===== config.mk =====
export PLATFORM = sky130hd
export DESIGN_NAME = neo_multichannel_flat
export DESIGN_NICKNAME = d
export VERILOG_FILES = /design/src/rtl/neo_multichannel_if.sv /design/src/rtl/neo_multichannel.sv /design/src/flat_wrapper.sv
export SDC_FILE = /design/constraint.sdc
export NUM_CORES = 2
export LEC_CHECK = 0
export ABC_CLOCK_PERIOD_IN_PS = 10580
export BUFFER_PORTS_ARGS = -buffer_cell sky130_fd_sc_hd__buf_4
export CELL_PAD_IN_SITES_DETAIL_PLACEMENT = 0
export CELL_PAD_IN_SITES_GLOBAL_PLACEMENT = 2
export CORE_MARGIN = 4
export CORE_UTILIZATION = 44
export CTS_CLUSTER_SIZE = 20
export DETAILED_ROUTE_END_ITERATION = 8
export PLACE_DENSITY = 0.92
export SETUP_SLACK_MARGIN = 0.02
export SKIP_LAST_GASP = 1
export SLEW_MARGIN = 10
export SYNTH_ARGS = -nofsm -noshare
export SYNTH_HDL_FRONTEND = slang
export SYNTH_SLANG_ARGS = --single-unit

===== constraint.sdc =====
create_clock -name Clk -period 10.58 [get_ports Clk]
set_input_delay 0.529 -clock Clk [delete_from_list [all_inputs] [get_ports Clk]]
set_output_delay 0.529 -clock Clk [all_outputs]
set_load 0.02 [all_outputs]

===== src/rtl/neo_multichannel_if.sv =====
// Sample/result bundle for neo_multichannel: sample in, energy and spike out.
interface neo_multichannel_if #(
    parameter int N  = 16,
    parameter int CH = 4
);
    localparam int CW = (CH > 1) ? $clog2(CH) : 1;

    logic                  in_valid;
    logic [CW-1:0]         in_ch;
    logic signed [N-1:0]   in_data;
    logic [2*N-1:0]        thresh;
    logic                  out_valid;
    logic [CW-1:0]         out_ch;
    logic signed [2*N:0]   out_energy;
    logic                  out_spike;

    modport master (
        output in_valid, in_ch, in_data, thresh,
        input  out_valid, out_ch, out_energy, out_spike
    );

    modport slave (
        input  in_valid, in_ch, in_data, thresh,
        output out_valid, out_ch, out_energy, out_spike
    );
endinterface


===== src/rtl/neo_multichannel.sv =====
// Time-multiplexed k-lag NEO with per-channel threshold spike detect and refractory.
// NEO_SMOOTH_EN adds a 2-tap per-channel smoother (one extra stage, one extra warm-up sample).
module neo_multichannel #(
    parameter int N    = 16,
    parameter int CH   = 4,
    parameter int K    = 1,
    parameter int REFR = 3
) (
    input  logic              Clk,
    input  logic              reset,
    neo_multichannel_if.slave bus
);
    localparam int CW = (CH > 1) ? $clog2(CH) : 1;
    localparam int HL = 2 * K;
`ifdef NEO_SMOOTH_EN
    localparam int WU = HL + 1;
`else
    localparam int WU = HL;
`endif
    localparam int WW = $clog2(WU + 1);
    localparam int RW = (REFR > 0) ? $clog2(REFR + 1) : 1;

    logic signed [N-1:0] hist [CH][HL];
    logic [WW-1:0]       warm [CH];
    logic [RW-1:0]       refr [CH];

    logic                accept;
    logic [WW-1:0]       warm_cur;

    logic                s0_v;
    logic [CW-1:0]       s0_ch;
    logic signed [N-1:0] s0_x, s0_a, s0_b;

    logic                  s1_v;
    logic [CW-1:0]         s1_ch;
    logic signed [2*N-1:0] s1_p, s1_q;
    logic signed [2*N:0]   psi_c;

    logic                fin_v;
    logic [CW-1:0]       fin_ch;
    logic signed [2*N:0] fin_e;
    logic                spike;

    assign accept   = bus.in_valid && (32'(bus.in_ch) < 32'(CH));
    assign warm_cur = warm[bus.in_ch];

    // S0: operand capture and history shift; x[n-K] at tap K-1, x[n-2K] at tap 2K-1
    always_ff @(posedge Clk or posedge reset) begin
        if (reset) begin
            s0_v  <= 1'b0;
            s0_ch <= '0;
            s0_x  <= '0;
            s0_a  <= '0;
            s0_b  <= '0;
            for (int c = 0; c < CH; c++) begin
                warm[c] <= '0;
                for (int i = 0; i < HL; i++)
                    hist[c][i] <= '0;
            end
        end else begin
            s0_v <= accept && (warm_cur >= WW'(HL));
            if (accept) begin
                s0_ch <= bus.in_ch;
                s0_x  <= bus.in_data;
                s0_a  <= hist[bus.in_ch][K-1];
                s0_b  <= hist[bus.in_ch][HL-1];
                hist[bus.in_ch][0] <= bus.in_data;
                for (int i = 1; i < HL; i++)
                    hist[bus.in_ch][i] <= hist[bus.in_ch][i-1];
                if (warm_cur != WW'(WU))
                    warm[bus.in_ch] <= warm_cur + 1'b1;
            end
        end
    end

    // S1: full-precision signed products
    always_ff @(posedge Clk or posedge reset) begin
        if (reset) begin
            s1_v  <= 1'b0;
            s1_ch <= '0;
            s1_p  <= '0;
            s1_q  <= '0;
        end else begin
            s1_v  <= s0_v;
            s1_ch <= s0_ch;
            s1_p  <= (2*N)'(s0_a) * (2*N)'(s0_a);
            s1_q  <= (2*N)'(s0_x) * (2*N)'(s0_b);
        end
    end

    assign psi_c = (2*N+1)'(s1_p) - (2*N+1)'(s1_q);

`ifdef NEO_SMOOTH_EN
    logic                s0_e, s1_e;
    logic                s2_v;
    logic [CW-1:0]       s2_ch;
    logic signed [2*N:0] s2_psi, s2_prev;
    logic signed [2*N:0] prev [CH];
    logic signed [2*N+1:0] sum;

    // emit flag: channel already has one psi behind it for the smoother
    always_ff @(posedge Clk or posedge reset) begin
        if (reset) begin
            s0_e <= 1'b0;
            s1_e <= 1'b0;
        end else begin
            s0_e <= warm_cur == WW'(WU);
            s1_e <= s0_e;
        end
    end

    always_ff @(posedge Clk or posedge reset) begin
        if (reset) begin
            s2_v    <= 1'b0;
            s2_ch   <= '0;
            s2_psi  <= '0;
            s2_prev <= '0;
            for (int c = 0; c < CH; c++)
                prev[c] <= '0;
        end else begin
            s2_v <= s1_v && s1_e;
            if (s1_v) begin
                s2_ch        <= s1_ch;
                s2_psi       <= psi_c;
                s2_prev      <= prev[s1_ch];
                prev[s1_ch]  <= psi_c;
            end
        end
    end

    assign sum    = (2*N+2)'(s2_psi) + (2*N+2)'(s2_prev);
    assign fin_v  = s2_v;
    assign fin_ch = s2_ch;
    assign fin_e  = sum[2*N+1:1];
`else
    assign fin_v  = s1_v;
    assign fin_ch = s1_ch;
    assign fin_e  = psi_c;
`endif

    assign spike = (fin_e > $signed({1'b0, bus.thresh}))
                && (refr[fin_ch] == '0);

    // Output stage: compare, refractory bookkeeping, registered results
    always_ff @(posedge Clk or posedge reset) begin
        if (reset) begin
            bus.out_valid  <= 1'b0;
            bus.out_ch     <= '0;
            bus.out_energy <= '0;
            bus.out_spike  <= 1'b0;
            for (int c = 0; c < CH; c++)
                refr[c] <= '0;
        end else begin
            bus.out_valid <= fin_v;
            if (fin_v) begin
                bus.out_ch     <= fin_ch;
                bus.out_energy <= fin_e;
                bus.out_spike  <= spike;
                if (spike)
                    refr[fin_ch] <= RW'(REFR);
                else if (refr[fin_ch] != '0)
                    refr[fin_ch] <= refr[fin_ch] - 1'b1;
            end
        end
    end
endmodule


===== src/flat_wrapper.sv =====
// flat-port wrapper written by rule: the top's interface ports become plain ports
module neo_multichannel_flat 
#(
    parameter int N    = 16,
    parameter int CH   = 4,
    parameter int K    = 1,
    parameter int REFR = 3
)
  (Clk, reset, bus_in_valid, bus_in_ch, bus_in_data, bus_thresh, bus_out_valid, bus_out_ch, bus_out_energy, bus_out_spike);
  neo_multichannel_if #(.N(N), .CH(CH)) bus_i ();
  input  logic Clk;
  input  logic reset;
  input wire logic [$bits(bus_i.in_valid)-1:0] bus_in_valid;
  input wire logic [$bits(bus_i.in_ch)-1:0] bus_in_ch;
  input wire logic [$bits(bus_i.in_data)-1:0] bus_in_data;
  input wire logic [$bits(bus_i.thresh)-1:0] bus_thresh;
  output wire logic [$bits(bus_i.out_valid)-1:0] bus_out_valid;
  output wire logic [$bits(bus_i.out_ch)-1:0] bus_out_ch;
  output wire logic [$bits(bus_i.out_energy)-1:0] bus_out_energy;
  output wire logic [$bits(bus_i.out_spike)-1:0] bus_out_spike;
  assign bus_i.in_valid = bus_in_valid;
  assign bus_i.in_ch = bus_in_ch;
  assign bus_i.in_data = bus_in_data;
  assign bus_i.thresh = bus_thresh;
  assign bus_out_valid = bus_i.out_valid;
  assign bus_out_ch = bus_i.out_ch;
  assign bus_out_energy = bus_i.out_energy;
  assign bus_out_spike = bus_i.out_spike;
  neo_multichannel #(.N(N), .CH(CH), .K(K), .REFR(REFR)) u_core (.Clk(Clk), .reset(reset), .bus(bus_i));
endmodule

### Word level (Yosys, flattened, before mapping)

Cells that the tools add are included.

| cells by class | value |
|---|---|
| multiplexer cells | 23 |
| eq/ne operators | 1 |
| order comparisons | 6 |
| add/subtract/negate cells | 3 |
| bitwise gates (word level) | 3 |
| $mul | 2 |
| reductions and logical operators | 9 |

Operator list:

| cell | count |
|---|---|
| bitwise mux 128 bit | 2 |
| demux 32 bit (select 2 bit) | 2 |
| 2-to-1 mux 32 bit | 3 |
| binary-select mux 32 bit (select 2 bit) | 1 |
| multiplier 16 x 16 -> 32 bit | 2 |
| > comparator 33 bit | 1 |
| subtractor 32 x 32 -> 33 bit | 1 |
| bitwise mux 8 bit | 2 |
| 2-to-1 mux 16 bit | 1 |
| 2-to-1 mux 8 bit | 2 |
| 2-to-1 mux 2 bit | 6 |
| binary-select mux 2 bit (select 2 bit) | 2 |
| demux 2 bit (select 2 bit) | 2 |
| bitwise OR 8 bit | 1 |
| greater-or-equal comparator 3 bit (second input constant) | 2 |
| < comparator 3 x 1 -> 1 bit (second input constant) | 2 |
| inverter 2 -> 3 bit | 2 |
| logical AND 1 bit | 4 |
| AND reduction 2 bit | 2 |
| nonzero test 2 bit | 2 |
| adder 2 x 1 -> 2 bit (second input constant) | 1 |
| greater-or-equal comparator 2 bit (second input constant) | 1 |
| logical NOT 2 bit | 1 |
| != test 2 bit (second input constant) | 1 |
| subtractor 2 x 1 -> 2 bit (second input constant) | 1 |

| word-level totals | value |
|---|---|
| word-level logic and storage cells | 76 |
| register bits after elaboration | 299 |
| input port bits | 53 |
| output and inout bits | 37 |

### Logic depth before layout (Yosys ltp)

| logic depth | value |
|---|---|
| word-level depth | 8 |
| depth in mapped cells | 25 |
| gate-level depth less buffers | 23 |

### Least setup slack after synthesis

No wires, ideal clock.

| timing path | value |
|---|---|
| path kind | register -> register |
| start | reg u_core.s0_a[9] |
| end | reg u_core.s1_p[31] |
| library setup time | 0.104 ns |
| data arrival time | 5.939 ns |
| period minus slack after synthesis | 6.043 ns |
| buffers on the path | 1 |
| data required time | 10.476 ns |
| stages on the path, launching flop included | 23 |
| setup slack | 4.537 ns |
| path through | dfrtp_1 > clkbuf_1 > nand2_1 > inv_1 > fa_1 > inv_1 > fa_1 > inv_1 > fa_1 > inv_1 > fa_1 > inv_1 > fa_1 > fa_1 > ha_1 > a21o_1 > a211o_1 > a21oi_1 > o2bb2ai_1 > o311ai_2 > a21oi_1 > or2_1 > o311ai_1 |

| between the ends | value |
|---|---|
| longest elaborated chain between the ends | 1 |

Ends and longest elaborated chain:

| element | RTL line | RTL |
|---|---|---|
| start, declared | neo_multichannel.sv:32 | `logic signed [N-1:0] s0_x, s0_a, s0_b;` |
| start signal, assigned | neo_multichannel.sv:65 | `s0_a <= hist[bus.in_ch][K-1];` |
| multiplier 16 x 16 -> 32 bit | neo_multichannel.sv:86 | `s1_p <= (2*N)'(s0_a) * (2*N)'(s0_a);` |
| end signal, assigned | neo_multichannel.sv:86 |  |
| end, declared | neo_multichannel.sv:36 | `logic signed [2*N-1:0] s1_p, s1_q;` |

No other way between the ends.
A chain may end at the register's enable or synchronous reset.

### Worst setup path in the final report

| timing path | value |
|---|---|
| start | reg u_core.s0_a[15] |
| end | reg u_core.s1_p[31] |

Same word-level chain as after synthesis.

==> impl_metrics.csv <==
group,metric,value,unit
outcome,status,"completed",
layout,seq_area,0.00746,sq mm
timing,final_max_slew_viol_count,0,
grt,grt_pass1_wl,127000,microns
grt,use_met2,32.4,%
timing,worstMarginPinSlew,1.08,ns
layout,multi_input_area,0.0222,sq mm
detailed_routing,routed_wl,77700,microns
logic_synthesis,ys_ff_latch,298,
grt,grt_use_total,20.4,%
detailed_routing,avgRoutedWirePerCell,18.7,microns
floorplan,die_h,281,microns
floorplan,dieArea,0.0787,sq mm
timing,post-route-period-util,65.7,%
critical_path,end_kind,"flop",
critical_path,crit_arrival,7.37,ns
clock_network,cts_tree,"done",
layout,area_delta_synth_final,7.99,%
timing,fin_skew,0.0404,ns
layout,fill_cells,6855,
layout,fin_nets,3955,
timing,slew_headroom,27.9,%
logic_synthesis,seq_area_frac_synth,22.8,%
logic_synthesis,synth-edff-count,0,
grt,antenna_found_initial,0,
logic_synthesis,synthCells,3138,
floorplan,row_count,99,
place,pre_cts_ws,3.67,ns
grt,grt_overflow,0,
detailed_routing,via_count,21214,
clock_network,clk-insertion-delay-late,0.57,ns
critical_path,worstSetupPathType,"flop to flop",
clock_network,clk_pin_slew_worst_paths,0.06,ns
floorplan,io_pins,90,
layout,antenna_cells,0,
critical_path,start_kind,"flop",
logic_synthesis,synth_area_per_cell,10.4,sq um
timing,fin_crit,6.95,ns
grt,use_met1,30.5,%
layout,drive_above_1_share,13.0,%
logic_synthesis,synth.distinct_cells,82,
clock_network,cts.root.buffer_cell,"clkbuf_16",
grt,grt_use_met3,3.19,%
clock_network,postCtsHoldBufs,0,
timing,fmax,144,MHz
logic_synthesis,netlist_area,0.0327,sq mm
place,numPortBuffers,89,
floorplan,die_width,281,microns
place,gp_congestion,0.867,
grt,grt.busiest_layer,"met2",
logic_synthesis,ys.flop_type,"dfrtp_1",
detailed_routing,ant_nets,0,
grt,grt_pass1_vias,22692,
detailed_routing,drc,0,
timing,tns,0,ns
grt,grt_max_degree,165,
floorplan,start_util,44.6,%
clock_network,cts_buffers,34,
clock_network,cts_resized,0,
timing,rsz0062_at_grt,"false",
place,post-dp-hpwl,61800,microns
logic_synthesis,synth_nets,3925,
logic_synthesis,async_flop_share,100,%
clock_network,htreeDepth,2,
critical_path,required,11.00,ns
timing,layout_setup_ws,3.63,ns
floorplan,core,0.0733,sq mm
detailed_routing,firstDrtPassIters,5,
timing,hold_viol,0,
detailed_routing,drtIter0Drc,1067,
hold_path,holdCritPathClass,"input port to asynchronous set/reset pin",
clock_network,cts_buffer_depth,3,
critical_path,cp_max_fo,17,
clock_network,cts_sinks,298,
detailed_routing,vias_per_cell,5.11,
logic_synthesis,yosys_warnings,0,
timing,setup_viol,0,
place,placed_cell_area,0.0342,sq mm
clock_network,postCtsSetupBuffers,0,
job,maxCapViolCount,0,
layout,final_area,0.0353,sq mm
-- cells by family after synthesis --
logic type      Yosys count  synth area share, %
mux                     235                 9.32
fa+ha+maj               734                 39.5
simple gates            645                 9.70
compound gates          317                 6.63
xor+xnor                103                 2.76
buf+inv                 806                 9.27
flops                   298                 22.8
-- cells in the final DEF (no fill, tap or decap), types with 4 or more instances in the layout --
cell / instances
mux2_2: 195
mux2i_1: 4
nor3_1: 23
clkinvlp_4: 4
buf_4: 96
a21oi_1: 84
xnor2_1: 79
inv_1: 701
mux4_2: 36
o21ai_0: 62
a211oi_1: 7
or3_1: 5
nand4_1: 15
nand3_1: 19
o31ai_1: 9
o21ai_1: 5
o211ai_1: 5
and3_1: 16
ha_1: 238
clkbuf_16: 34
clkbuf_1: 8
o21bai_1: 4
a31oi_1: 11
dfrtp_1: 297
and2_1: 168
nor2_1: 94
fa_1: 496
nor2b_1: 15
nand2b_1: 21
xor2_1: 24
a21o_1: 52
a31o_2: 8
or2_2: 4
nand2_1: 247
o21a_1: 22
-- sequential cells by signal (all words and copies together), names as in the netlist, 8 cells and up --
signal,count
u_core.bus.out_energy,33
u_core.s0_x,16
u_core.hist,128
u_core.s1_p,31
u_core.s1_q,32
u_core.s0_a,16
u_core.warm,8
u_core.refr,8
u_core.s0_b,16
-- final timing paths --
| check | start | end | slack (ns) | cells past startpoint |
|---|---|---|---|---|
| max in group asynchronous | reset | u_core.fin_v$_DFF_PP0_ | 8.51 | 4 |
| worst max register to register | u_core.s0_a[15]$_DFFE_PP0P_ | u_core.s1_p[31]$_DFF_PP0_ | 3.63 | 19 |
| worst min register to register | u_core.s0_v$_DFF_PP0_ | u_core.fin_v$_DFF_PP0_ | 0.37 | 0 |
| worst min-delay path | reset | u_core.bus.out_energy[4]$_DFFE_PP0P_ | 0.12 | 2 |
| min in group Clk | bus_in_data[8] | u_core.s0_x[8]$_DFFE_PP0P_ | 0.24 | 2 |
| worst max-delay path | u_core.s0_a[15]$_DFFE_PP0P_ | u_core.s1_p[31]$_DFF_PP0_ | 3.63 | 19 |
-- layer usage --
| metal | routed length, microns | vias up | part of all wire (%) |
|---|---|---|---|
| met3 | 4040 | 49 | 5.2 |
| met1 | 37500 | 10867 | 48 |
| met2 | 35300 | 416 | 45 |
| met5 | 0 | - | 0 |
| met4 | 871 | 0 | 1.1 |
| li1 | - | 9882 | - |
-- critical path, cell delays in order (launching register included) --
cell	delay (ns)
dfrtp_1	0.70
inv_1	0.45
nor2_1	0.33
fa_1	0.60
fa_1	0.56
fa_1	0.44
fa_1	0.50
fa_1	0.49
inv_1	0.05
fa_1	0.48
inv_1	0.04
ha_1	0.38
a21o_1	0.25
a21oi_1	0.15
o21ai_0	0.13
o2bb2ai_1	0.21
o311ai_2	0.36
a21oi_1	0.14
or2_1	0.27
o311ai_1	0.32
-- metrics by stage --
stage	hold slack, ns	utilization (%)	instances
after floorplan	0.331	-	3138
after global placement	0.373	46.7	4091
after detailed placement	0.367	46.7	4091
after CTS	0.134	48.1	4148
after global routing	0.170	48.1	4148
final	0.116	48.1	4148
-- synth_stat cells, types with 23 or more instances --
| cell | count | area [sq um] |
|---|---|---|
| mux2_2 | 195 | 2200 |
| ha_1 | 238 | 2980 |
| and2_1 | 168 | 1050 |
| xor2_1 | 24 | 210 |
| o21ai_0 | 62 | 310 |
| mux4_2 | 36 | 811 |
| nand2_1 | 247 | 927 |
| a21o_1 | 52 | 390 |
| nor3_1 | 23 | 115 |
| xnor2_1 | 79 | 692 |
| nor2_1 | 94 | 353 |
| inv_1 | 702 | 2640 |
| a21oi_1 | 84 | 420 |
| fa_1 | 496 | 9930 |
| clkbuf_1 | 91 | 342 |
| dfrtp_1 | 298 | 7460 |
-- layout make-up --
type | instances | area share [%]
Tap cell | 959 | 3.40
Clock buffer | 45 | 2.61
Multi-Input combinational cell | 2034 | 62.9
Clock inverter | 12 | 0.355
Inverter | 703 | 7.50
Timing Repair Buffer | 97 | 2.10
Sequential cell | 298 | 21.1
Power is not shown: default switching activity piles up to over one toggle a cycle in this logic, so the estimate is an artifact.
